`config.mk`:
```
export PLATFORM = sky130hd
export DESIGN_NAME = key_debounce_multi_flat
export DESIGN_NICKNAME = d
export VERILOG_FILES = /design/src/rtl/key_debounce_multi_if.sv /design/src/rtl/key_debounce_multi.sv /design/src/flat_wrapper.sv
export SDC_FILE = /design/constraint.sdc
export NUM_CORES = 1
export LEC_CHECK = 0
export BUFFER_PORTS_ARGS = -buffer_cell sky130_fd_sc_hd__buf_2
export CORE_ASPECT_RATIO = 0.75
export CORE_MARGIN = 3
export CORE_UTILIZATION = 40
export DETAILED_ROUTE_END_ITERATION = 8
export HOLD_SLACK_MARGIN = 0.12
export PLACE_DENSITY_LB_ADDON = 0.1
export SLEW_MARGIN = 20
export SYNTH_ARGS = -nofsm -noshare
export SYNTH_HDL_FRONTEND = slang
export SYNTH_SLANG_ARGS = --single-unit
```
`constraint.sdc`:
```
create_clock -name clk -period 3.25 [get_ports clk]
set_input_delay 0.325 -clock clk [delete_from_list [all_inputs] [get_ports clk]]
set_output_delay 0.325 -clock clk [all_outputs]
set_load 0.01 [all_outputs]
```
`src/rtl/key_debounce_multi_if.sv`:
```
// key_debounce_multi_if
//   Bundles the key levels and the debounced outputs of the key debouncer.
//   master : board side / test driver. Drives key_in and observes the outputs.
//   slave  : debouncer side. Samples key_in and drives the outputs.
// Signals (all N_KEYS wide, one bit per channel)
//   key_in         raw asynchronous key levels
//   key_state      debounced level, 1 = pressed
//   press_pulse    1-cycle pulse on debounced press
//   release_pulse  1-cycle pulse on debounced release
//   long_pulse     1-cycle pulse once per press after the long-hold time
//   repeat_pulse   1-cycle auto-repeat pulse after long_pulse
interface key_debounce_multi_if #(
  parameter int N_KEYS = 4
);
  logic [N_KEYS-1:0] key_in;
  logic [N_KEYS-1:0] key_state;
  logic [N_KEYS-1:0] press_pulse;
  logic [N_KEYS-1:0] release_pulse;
  logic [N_KEYS-1:0] long_pulse;
  logic [N_KEYS-1:0] repeat_pulse;

  modport master (
    output key_in,
    input  key_state, press_pulse, release_pulse, long_pulse, repeat_pulse
  );

  modport slave (
    input  key_in,
    output key_state, press_pulse, release_pulse, long_pulse, repeat_pulse
  );
endinterface

```
`src/rtl/key_debounce_multi.sv`:
```
// key_debounce_multi
//   N-channel push-button debouncer. Every channel has a 2-flop synchroniser,
//   a 4-state filter FSM (IDLE / FILTER1 / DOWN / FILTER2) and hold/repeat
//   counters, and emits registered single-cycle press, release, long-press
//   and auto-repeat pulses. Channels share nothing but the clock and reset.
// Ports
//   clk  rising-edge system clock
//   rst  synchronous reset, active high
//   bus  slave modport of key_debounce_multi_if (key_in in, all else out)
// Parameters
//   N_KEYS         channel count (>=1)
//   DEB_CYCLES     debounce interval in clk cycles (>=2)
//   LONG_CYCLES    hold time in DOWN before long_pulse (>=2)
//   REPEAT_CYCLES  auto-repeat period after long_pulse (>=2)
//   REPEAT_EN      1 enables repeat_pulse, 0 ties it low
//   ACTIVE_LOW     1: key_in==0 means pressed; 0: key_in==1 means pressed
module key_debounce_multi #(
  parameter int N_KEYS        = 4,
  parameter int DEB_CYCLES    = 1_000_000,
  parameter int LONG_CYCLES   = 50_000_000,
  parameter int REPEAT_CYCLES = 10_000_000,
  parameter int REPEAT_EN     = 1,
  parameter int ACTIVE_LOW    = 1
) (
  input logic                 clk,
  input logic                 rst,
  key_debounce_multi_if.slave bus
);

  localparam int DW = $clog2(DEB_CYCLES);
  localparam int HW = $clog2(LONG_CYCLES);
  localparam int RW = $clog2(REPEAT_CYCLES);

  // Level a released key presents on the pin; the synchroniser resets to it
  // so that leaving reset never looks like a press edge.
  localparam logic REL_LVL = (ACTIVE_LOW != 0);

  localparam logic [DW-1:0] DEB_LAST = DW'(DEB_CYCLES - 1);
  localparam logic [HW-1:0] HLD_LAST = HW'(LONG_CYCLES - 1);
  localparam logic [RW-1:0] RPT_LAST = RW'(REPEAT_CYCLES - 1);

  typedef enum logic [1:0] {
    IDLE    = 2'd0,
    FILTER1 = 2'd1,
    DOWN    = 2'd2,
    FILTER2 = 2'd3
  } state_t;

  logic [N_KEYS-1:0] state_v;
  logic [N_KEYS-1:0] press_v;
  logic [N_KEYS-1:0] rel_v;
  logic [N_KEYS-1:0] long_v;
  logic [N_KEYS-1:0] rpt_v;

  for (genvar i = 0; i < N_KEYS; i++) begin : g_lane
    logic          s1, s2;
    logic          p;
    state_t        st;
    logic [DW-1:0] dcnt;
    logic [HW-1:0] hcnt;
    logic [RW-1:0] rcnt;
    logic          long_done;
    logic          ks, pp, rp, lp, tp;

    // Pressed indication, polarity-normalised from the synchronised level.
    assign p = (ACTIVE_LOW != 0) ? ~s2 : s2;

    always_ff @(posedge clk) begin
      if (rst) begin
        s1        <= REL_LVL;
        s2        <= REL_LVL;
        st        <= IDLE;
        dcnt      <= '0;
        hcnt      <= '0;
        rcnt      <= '0;
        long_done <= 1'b0;
        ks        <= 1'b0;
        pp        <= 1'b0;
        rp        <= 1'b0;
        lp        <= 1'b0;
        tp        <= 1'b0;
      end else begin
        s1 <= bus.key_in[i];
        s2 <= s1;
        pp <= 1'b0;
        rp <= 1'b0;
        lp <= 1'b0;
        tp <= 1'b0;
        case (st)
          IDLE: begin
            if (p) begin
              st   <= FILTER1;
              dcnt <= '0;
            end
          end
          FILTER1: begin
            if (!p) begin
              st <= IDLE;
            end else if (dcnt == DEB_LAST) begin
              st   <= DOWN;
              pp   <= 1'b1;
              ks   <= 1'b1;
              hcnt <= '0;
              rcnt <= '0;
            end else begin
              dcnt <= dcnt + DW'(1);
            end
          end
          DOWN: begin
            if (!p) begin
              st   <= FILTER2;
              dcnt <= '0;
            end else if (!long_done) begin
              if (hcnt == HLD_LAST) begin
                lp        <= 1'b1;
                long_done <= 1'b1;
                rcnt      <= '0;
              end else begin
                hcnt <= hcnt + HW'(1);
              end
            end else if (REPEAT_EN != 0) begin
              if (rcnt == RPT_LAST) begin
                tp   <= 1'b1;
                rcnt <= '0;
              end else begin
                rcnt <= rcnt + RW'(1);
              end
            end
          end
          FILTER2: begin
            // A bounce back to pressed resumes DOWN with hold/repeat timing
            // frozen, so the glitch only delays the next repeat.
            if (p) begin
              st <= DOWN;
            end else if (dcnt == DEB_LAST) begin
              st        <= IDLE;
              rp        <= 1'b1;
              ks        <= 1'b0;
              long_done <= 1'b0;
            end else begin
              dcnt <= dcnt + DW'(1);
            end
          end
          default: st <= IDLE;
        endcase
      end
    end

    assign state_v[i] = ks;
    assign press_v[i] = pp;
    assign rel_v[i]   = rp;
    assign long_v[i]  = lp;
    assign rpt_v[i]   = tp;
  end

  assign bus.key_state     = state_v;
  assign bus.press_pulse   = press_v;
  assign bus.release_pulse = rel_v;
  assign bus.long_pulse    = long_v;
  assign bus.repeat_pulse  = rpt_v;

endmodule

```
`src/flat_wrapper.sv`:
```
// flat-port wrapper written by rule: the top's interface ports become plain ports
module key_debounce_multi_flat 
#(
  parameter int N_KEYS        = 4,
  parameter int DEB_CYCLES    = 1_000_000,
  parameter int LONG_CYCLES   = 50_000_000,
  parameter int REPEAT_CYCLES = 10_000_000,
  parameter int REPEAT_EN     = 1,
  parameter int ACTIVE_LOW    = 1
)
  (clk, rst, bus_key_in, bus_key_state, bus_press_pulse, bus_release_pulse, bus_long_pulse, bus_repeat_pulse);
  key_debounce_multi_if #(.N_KEYS(N_KEYS)) bus_i ();
  input logic clk;
  input logic rst;
  input wire logic [$bits(bus_i.key_in)-1:0] bus_key_in;
  output wire logic [$bits(bus_i.key_state)-1:0] bus_key_state;
  output wire logic [$bits(bus_i.press_pulse)-1:0] bus_press_pulse;
  output wire logic [$bits(bus_i.release_pulse)-1:0] bus_release_pulse;
  output wire logic [$bits(bus_i.long_pulse)-1:0] bus_long_pulse;
  output wire logic [$bits(bus_i.repeat_pulse)-1:0] bus_repeat_pulse;
  assign bus_i.key_in = bus_key_in;
  assign bus_key_state = bus_i.key_state;
  assign bus_press_pulse = bus_i.press_pulse;
  assign bus_release_pulse = bus_i.release_pulse;
  assign bus_long_pulse = bus_i.long_pulse;
  assign bus_repeat_pulse = bus_i.repeat_pulse;
  key_debounce_multi #(.N_KEYS(N_KEYS), .DEB_CYCLES(DEB_CYCLES), .LONG_CYCLES(LONG_CYCLES), .REPEAT_CYCLES(REPEAT_CYCLES), .REPEAT_EN(REPEAT_EN), .ACTIVE_LOW(ACTIVE_LOW)) u_core (.clk(clk), .rst(rst), .bus(bus_i));
endmodule
```
==> metrics.md, run 1 <==
| Metric | Value |
|---|---|
| RSZ-0062 raised after global routing | false |
| Sequential-to-total area share from yosys stat | 37.3% |
| Primary FF master, synth | dfxtp_1 |
| DR iter-0 viols | 1156 |
| Synth top area share | between 30 and 40% |
| Total wire length | roughly 44000 microns |
| Slew Limit Fails | 0 |
| Hold WC Path Type | reg2reg |
| Pleak | roughly 0.0063 uW |
| GR Overflow Total | 0 |
| Synth cell count leaders | dfxtp_1 (320), nor2_1 (206), nand2_1 (175) |
| Post-Syn Nets | 2182 |
| Die Ht | about 190 microns |
| IO Count | 26 |
| Mean post-synth cell area | between 8 and 9 sq um |
| Largest family of logic cells by synthesized area | simple AND/OR/NAND/NOR gates |
| Post-CTS setup buffers | 0 |
| DR WL/cell | roughly 16 microns |
| CP Capture Type | register |
| Hold Buf Count CTS | 5 |
| Fillcell total | 4128 |
| Number of global-route vias before repair | 14.6k |
| H-tree Lvls | 2 |
| Power Density | ~510 nW/um^2 |
| Syn. warnings | 0 |
| CTS tree | built |
| Share of layout cells above drive strength 1 | 9.35% |
| Core ar. | between 40000 and 50000 sq um |
| Required time worst endpoint | between 3000 and 4000 ps |
| ANT cells | 0 |
| Drc violations | 0 |
| Die width | around 250 microns |
| Xor and xnor area share after synthesis | 4.94% |
| Synth Area in Adders | under 10% |
| 1st-pass router iterations | 5 |
| Post-Synth Simple-Gate Area | 33.4% |
| Antenna viol nets, final | 0 |
| Max VDD drop | approximately 0.34 mV |
| Critical path peak fanout | 9 |
| Final Setup Violations | 0 |
| Measured slew at the worst slew-check pin | 772 ps |
| Cell count after synthesis | approximately 2.1k |
| Maxcap violations | 0 |
| Critical path class | reg2reg |
| Mapped Area | approximately 17000 sq um |
| Initial antenna violation count | 0 |
| Layout net count | roughly 2.2k |
| Skew-Pair Late Insertion Delay | about 530 ps |
| Area of the multi-input gates | 10100 sq um |
| Starting Density | around two fifths |
| Register bit total from synthesis | 320 |
| Skew final | ~15 ps |
| Synth unique cells | 80 |
| Critical Path Start Type | register |
| Post-detail-place hpwl | 29600 microns |
| Synth Area in Compound Gates | about 18% |
| Post-synthesis mux area share | 0.589% |
| Tot GR Track Use | 19.1% |
| Largest buffer count on any clock path | 3 |
| Status | complete, no violations |
| Die area | approximately 46000 sq um |
| Num CTS Buffers | 37 |
| Most numerous cell in the Yosys netlist | dfxtp_1 |
| Post-synth EDFFs | 0 |
| Vias per cell | slightly below 6 |
| Tot Pwr | ~9900 uW |
| Clock transition at path regs | ~60 ps |
| Largest net degree at the start of global routing | 123 |
| CP arrival | about 3400 ps |
| Area contributors post-synth | dfxtp_1 (37%), nor2_1 (4.5%), a21oi_1 (4.2%), nand2_1 (3.8%), o21ai_0 (3.7%) |
| Placement Rows | between 60 and 70 |
| Crit share post-route | 91.5% |
| Hold Violations, Final | 0 |
| I/O Buffers | 25 |
| Register area | between 6000 and 7000 sq um |
| Post-synth top area cell | dfxtp_1 |
| Layout area overhead | 12.1% |
| Setup TNS | 0 ps |
| # resized after CTS | 0 |
| CTS Root Cell | clkbuf_16 |
| Placer Congestion | just over 0.8 |
| Vias | 16.1k |
| Synth async-reset ratio | 0% |
| First-pass GRT wire length | 74700 microns |
| Sink Count | 320 |
| Min Clock Period, post-route | between 2000 and 3000 ps |
| Max Freq | approximately 340 MHz |
| Slew HR | 47.9% |
flip-flops by register name (all words and copies together) (netlist names), named ones only:
register,cells
u_core.g_lane.dcnt,80
u_core.g_lane.hcnt,104
u_core.g_lane.ks,4
u_core.g_lane.long_done,4
u_core.g_lane.lp,4
u_core.g_lane.pp,4
u_core.g_lane.rcnt,96
u_core.g_lane.rp,4
u_core.g_lane.s1,4
u_core.g_lane.s2,4
u_core.g_lane.st,4
u_core.g_lane.tp,4
final cells by class:
| class | count | area share, % |
|---|---|---|
| tap | 569 | 3.69 |
| sequential | 320 | 33.2 |
| multi-input combinational | 1659 | 52.4 |
| clock buffer | 53 | 5.58 |
| timing repair buffer | 92 | 3.40 |
| inverter | 46 | 0.896 |
| clock inverter | 12 | 0.798 |
critical path: stages, from the launching register on:
cell	delay (ps)
dfxtp_1	350
or4b_4	570
or4_4	470
or2_0	360
a211o_1	480
or3b_2	500
a21oi_1	160
power breakdown:
| part | switching (uW) | total, uW | internal (uW) | leakage, uW |
|---|---|---|---|---|
| clock | 1720 | 4260 | 2550 | 0.000590 |
| sequential | 70.3 | 4050 | 3980 | 0.00258 |
| combinational | 1080 | 1550 | 470 | 0.00313 |
| total | 2860 | 9860 | 7000 | 0.00630 |
per-layer routing:
metal / GRT usage, % / vias up / wire length, microns
li1: - / 8030 / -
met1: 29.3 / 7719 / 23200
met2: 28.4 / 323 / 18300
met3: 2.58 / 45 / 1900
met4: 4.22 / 0 / 655
met5: 0 / - / 0
through the flow:
step	instances	hold WS, ps	util (%)	instance area [sq um]	setup WS [ps]
global route	2751	421	45.7	19300	141
finish	2751	413	45.7	19300	275
CTS	2751	417	45.7	19300	200
global placement	2681	394	42.6	18000	369
detailed placement	2681	398	42.6	18000	222
floorplan	2148	389	-	17200	416
final timing paths:
path,start,to,slack (ps),depth (start not counted)
min reg2reg,u_core.g_lane[1].s1$_SDFF_PP1_,u_core.g_lane[1].s2$_SDFF_PP1_,410,1
max reg2reg,u_core.g_lane[3].dcnt[8]$_SDFFE_PP0P_,u_core.g_lane[3].hcnt[2]$_SDFFE_PP0P_,280,6
max,u_core.g_lane[3].dcnt[8]$_SDFFE_PP0P_,u_core.g_lane[3].hcnt[2]$_SDFFE_PP0P_,280,6
min,u_core.g_lane[1].s1$_SDFF_PP1_,u_core.g_lane[1].s2$_SDFF_PP1_,410,1
cell usage in the layout (no fill, tap or decap), types with 48 or more instances in the layout:
master and instances:
nand2_1 175, nand4_1 98, a21oi_1 145, nor4_1 48, dfxtp_1 320, or3_1 48
nor2_1 206, nor3_1 59, o21ai_0 126, xnor2_1 52, nand3_1 109, buf_4 62
kinds of logic (layout without fill, tap and decap cells):
kind of cell    Yosys count  count (layout)
simple gates           1042            1042
compound gates          482             482
flops                   320             320
buf+inv                 169             203
xor+xnor                 97              97
fa+ha+maj                28              28
mux                      10              10
Note: power is estimated with default switching activity, not from simulation.
==> inputs of run 2 (changes only) <==
CTS_CLUSTER_DIAMETER = 120   (was default)
clock period = 3.67 ns   (was 3.25 ns; I/O delays follow)
==> run 2 against run 1 <==
  * Die area stayed put
  * Critical endpoint is now u_core.g_lane[3].hcnt[23]$_SDFFE_PP0P_
  * Non-clock buffer count is 16 lower
  * Sequential power is 11% lower
  * Count of clock-buffer cells in the layout stayed put
  * Highest routed layer unchanged
  * Setup slack better by 190 ps
  * Critical path type unchanged
  * Global-route usage is 0.40 points lower
  * Largest cell class unchanged
  * Clock skew is 1.2 ps higher
  * Register-to-register slack better by 190 ps
==> metrics.md, run 2 (synthesized netlist as in run 1, its figures left out) <==
| Metric | Value |
|---|---|
| Hold Violations, Final | 0 |
| Fillcell total | ~4.1k |
| Gr busiest metal | met1 |
| Die area | ~46000 sq um |
| Int Power | ~6300 uW |
| Critical Path Start Type | register |
| First-pass GRT wire length | 73300 microns |
| Core ar. | about 42000 sq um |
| Post-detail-place hpwl | ~29000 microns |
| Met1 Use GR | between 20% and 30% |
| Pleak | roughly 0.0063 uW |
| Hold WS | roughly 410 ps |
| CTS Root Cell | clkbuf_16 |
| Drc violations | 0 |
| Seq pwr share | about two fifths |
| Critical path class | reg2reg |
| CTS tree | built |
| Slew HR | around 46% |
| CP Capture Type | register |
| Placer Congestion | approximately 0.82 |
| Critical path peak fanout | 16 |
| Crit share post-route | between 80 and 90% |
| 1st-pass router iterations | 5 |
| Skew-Pair Late Insertion Delay | 530 ps |
| GR Overflow Total | 0 |
| Max VDD drop | approximately 0.24 mV |
| # resized after CTS | 0 |
| Final Setup Violations | 0 |
| Max FFs per register | 104 |
| NetSw | around 2500 uW |
| CP arrival | 3620 ps |
| Max Freq | between 300 and 400 MHz |
| Largest regs | u_core.g_lane.hcnt: 104 flops, u_core.g_lane.rcnt: 96 flops, u_core.g_lane.dcnt: 80 flops |
| Placement Rows | 65 |
| Placed cell area | between 15000 and 20000 sq um |
| Post-CTS setup buffers | 0 |
| Setup TNS | 0 ps |
| Largest net degree at the start of global routing | ~130 |
| Skew final | 15.7 ps |
| Clock Power Share | a little over two fifths |
| Measured slew at the worst slew-check pin | ~800 ps |
| Tot GR Track Use | 18.8% |
| ANT cells | 0 |
| Antenna viol nets, final | 0 |
| Hold Buf Count CTS | 5 |
| Top reg by flops | u_core.g_lane.hcnt |
| Number of global-route vias before repair | ~14k |
| Slew Limit Fails | 0 |
| Starting Density | 40.7% |
| Share of layout cells above drive strength 1 | under 10% |
| Switching power share of the total | about 28% |
| H-tree Lvls | 2 |
| RSZ-0062 raised after global routing | false |
| Layout area overhead | 11.5% |
| Layout net count | 2174 |
| DR WL/cell | approximately 16 microns |
| Num CTS Buffers | 37 |
| Hold WC Path Type | reg2reg |
| IO Count | 26 |
| Min Clock Period, post-route | about 3200 ps |
| Most frequent cells in the layout | dfxtp_1 (320), nor2_1 (206), nand2_1 (175), a21oi_1 (145), o21ai_0 (126) |
| Initial antenna violation count | 0 |
| Final instance area | roughly 19000 sq um |
| Status | complete, no violations |
| Clock transition at path regs | around 60 ps |
| Comb pwr share | ~15% |
| Total wire length | about 43000 microns |
| Vias per cell | ~5.8 |
| Maxcap violations | 0 |
| Met3 Usage GRT | 2.46% |
| GRT met2 Usage | between 20% and 30% |
| Most common cell after layout, fill and taps aside | dfxtp_1 |
| Vias | 16.0k |
| Sink Count | 320 |
| I/O Buffers | 25 |
| Largest buffer count on any clock path | 3 |
| Power Density | around 460 nW/um^2 |
| Die width | 245 microns |
| Required time worst endpoint | 4090 ps |
| Die Ht | approximately 190 microns |
| DR iter-0 viols | 1275 |
[run 2: changes by cell type in the layout (fill, tap and decap cells not counted), sizes merged]
cell      previous run  this run
buf                 87        71
clkinvlp             5         0
clkinv               4         8
bufinv               3         4
inv                 46        45
[run 2: cell type report]
type	instances	area, sq um	share of cell area, %
well taps	569	712	3.71
clock buffers	53	1100	5.72
repair buffers	76	536	2.79
multi-input cells	1659	10100	52.6
inverters	46	173	0.901
flip-flops and latches	320	6410	33.4
clock inverters	11	155	0.809
[run 2: metrics by stage]
stage | utilization, % | worst slack (ps) | total power, uW | cells
finish | 45.4 | 469 | 8730 | 2734
global route | 45.4 | 349 | 9150 | 2734
CTS | 45.4 | 480 | 8850 | 2734
detailed placement | 42.3 | 492 | 4970 | 2665
global placement | 42.3 | 541 | 4960 | 2665
floorplan | - | 836 | 4570 | 2148
[run 2: worst max-delay path, stage by stage (launching register included)]
cell and delay, ps:
dfxtp_1 360, or4b_4 560, or4_4 470, or2_0 360, a221o_1 620, or4_4 590, mux2i_1 130
[run 2: worst paths after layout]
path / startpoint / to / slack (ps) / depth (start not counted)
setup reg to reg: u_core.g_lane[3].dcnt[8]$_SDFFE_PP0P_ / u_core.g_lane[3].hcnt[23]$_SDFFE_PP0P_ / 470 / 6
setup / recovery: u_core.g_lane[3].dcnt[8]$_SDFFE_PP0P_ / u_core.g_lane[3].hcnt[23]$_SDFFE_PP0P_ / 470 / 6
hold reg to reg: u_core.g_lane[3].s1$_SDFF_PP1_ / u_core.g_lane[3].s2$_SDFF_PP1_ / 410 / 1
hold / removal: u_core.g_lane[3].s1$_SDFF_PP1_ / u_core.g_lane[3].s2$_SDFF_PP1_ / 410 / 1
[run 2: layer usage]
layer	wire [microns]	share of wire [%]
met1	22800	53
met2	17900	41
met3	1820	4.2
met4	832	1.9
met5	0	0
[run 2: power groups by stage]
stage          registers, uW  logic (uW)  clock network (uW)
2_1_floorplan           3650         918                   0
3_3_place_gp            3660        1290                   0
3_5_place_dp            3670        1300                   0
4_1_cts                 3590        1310                3940
5_1_grt                 3600        1470                4080
6_report                3590        1310                3830
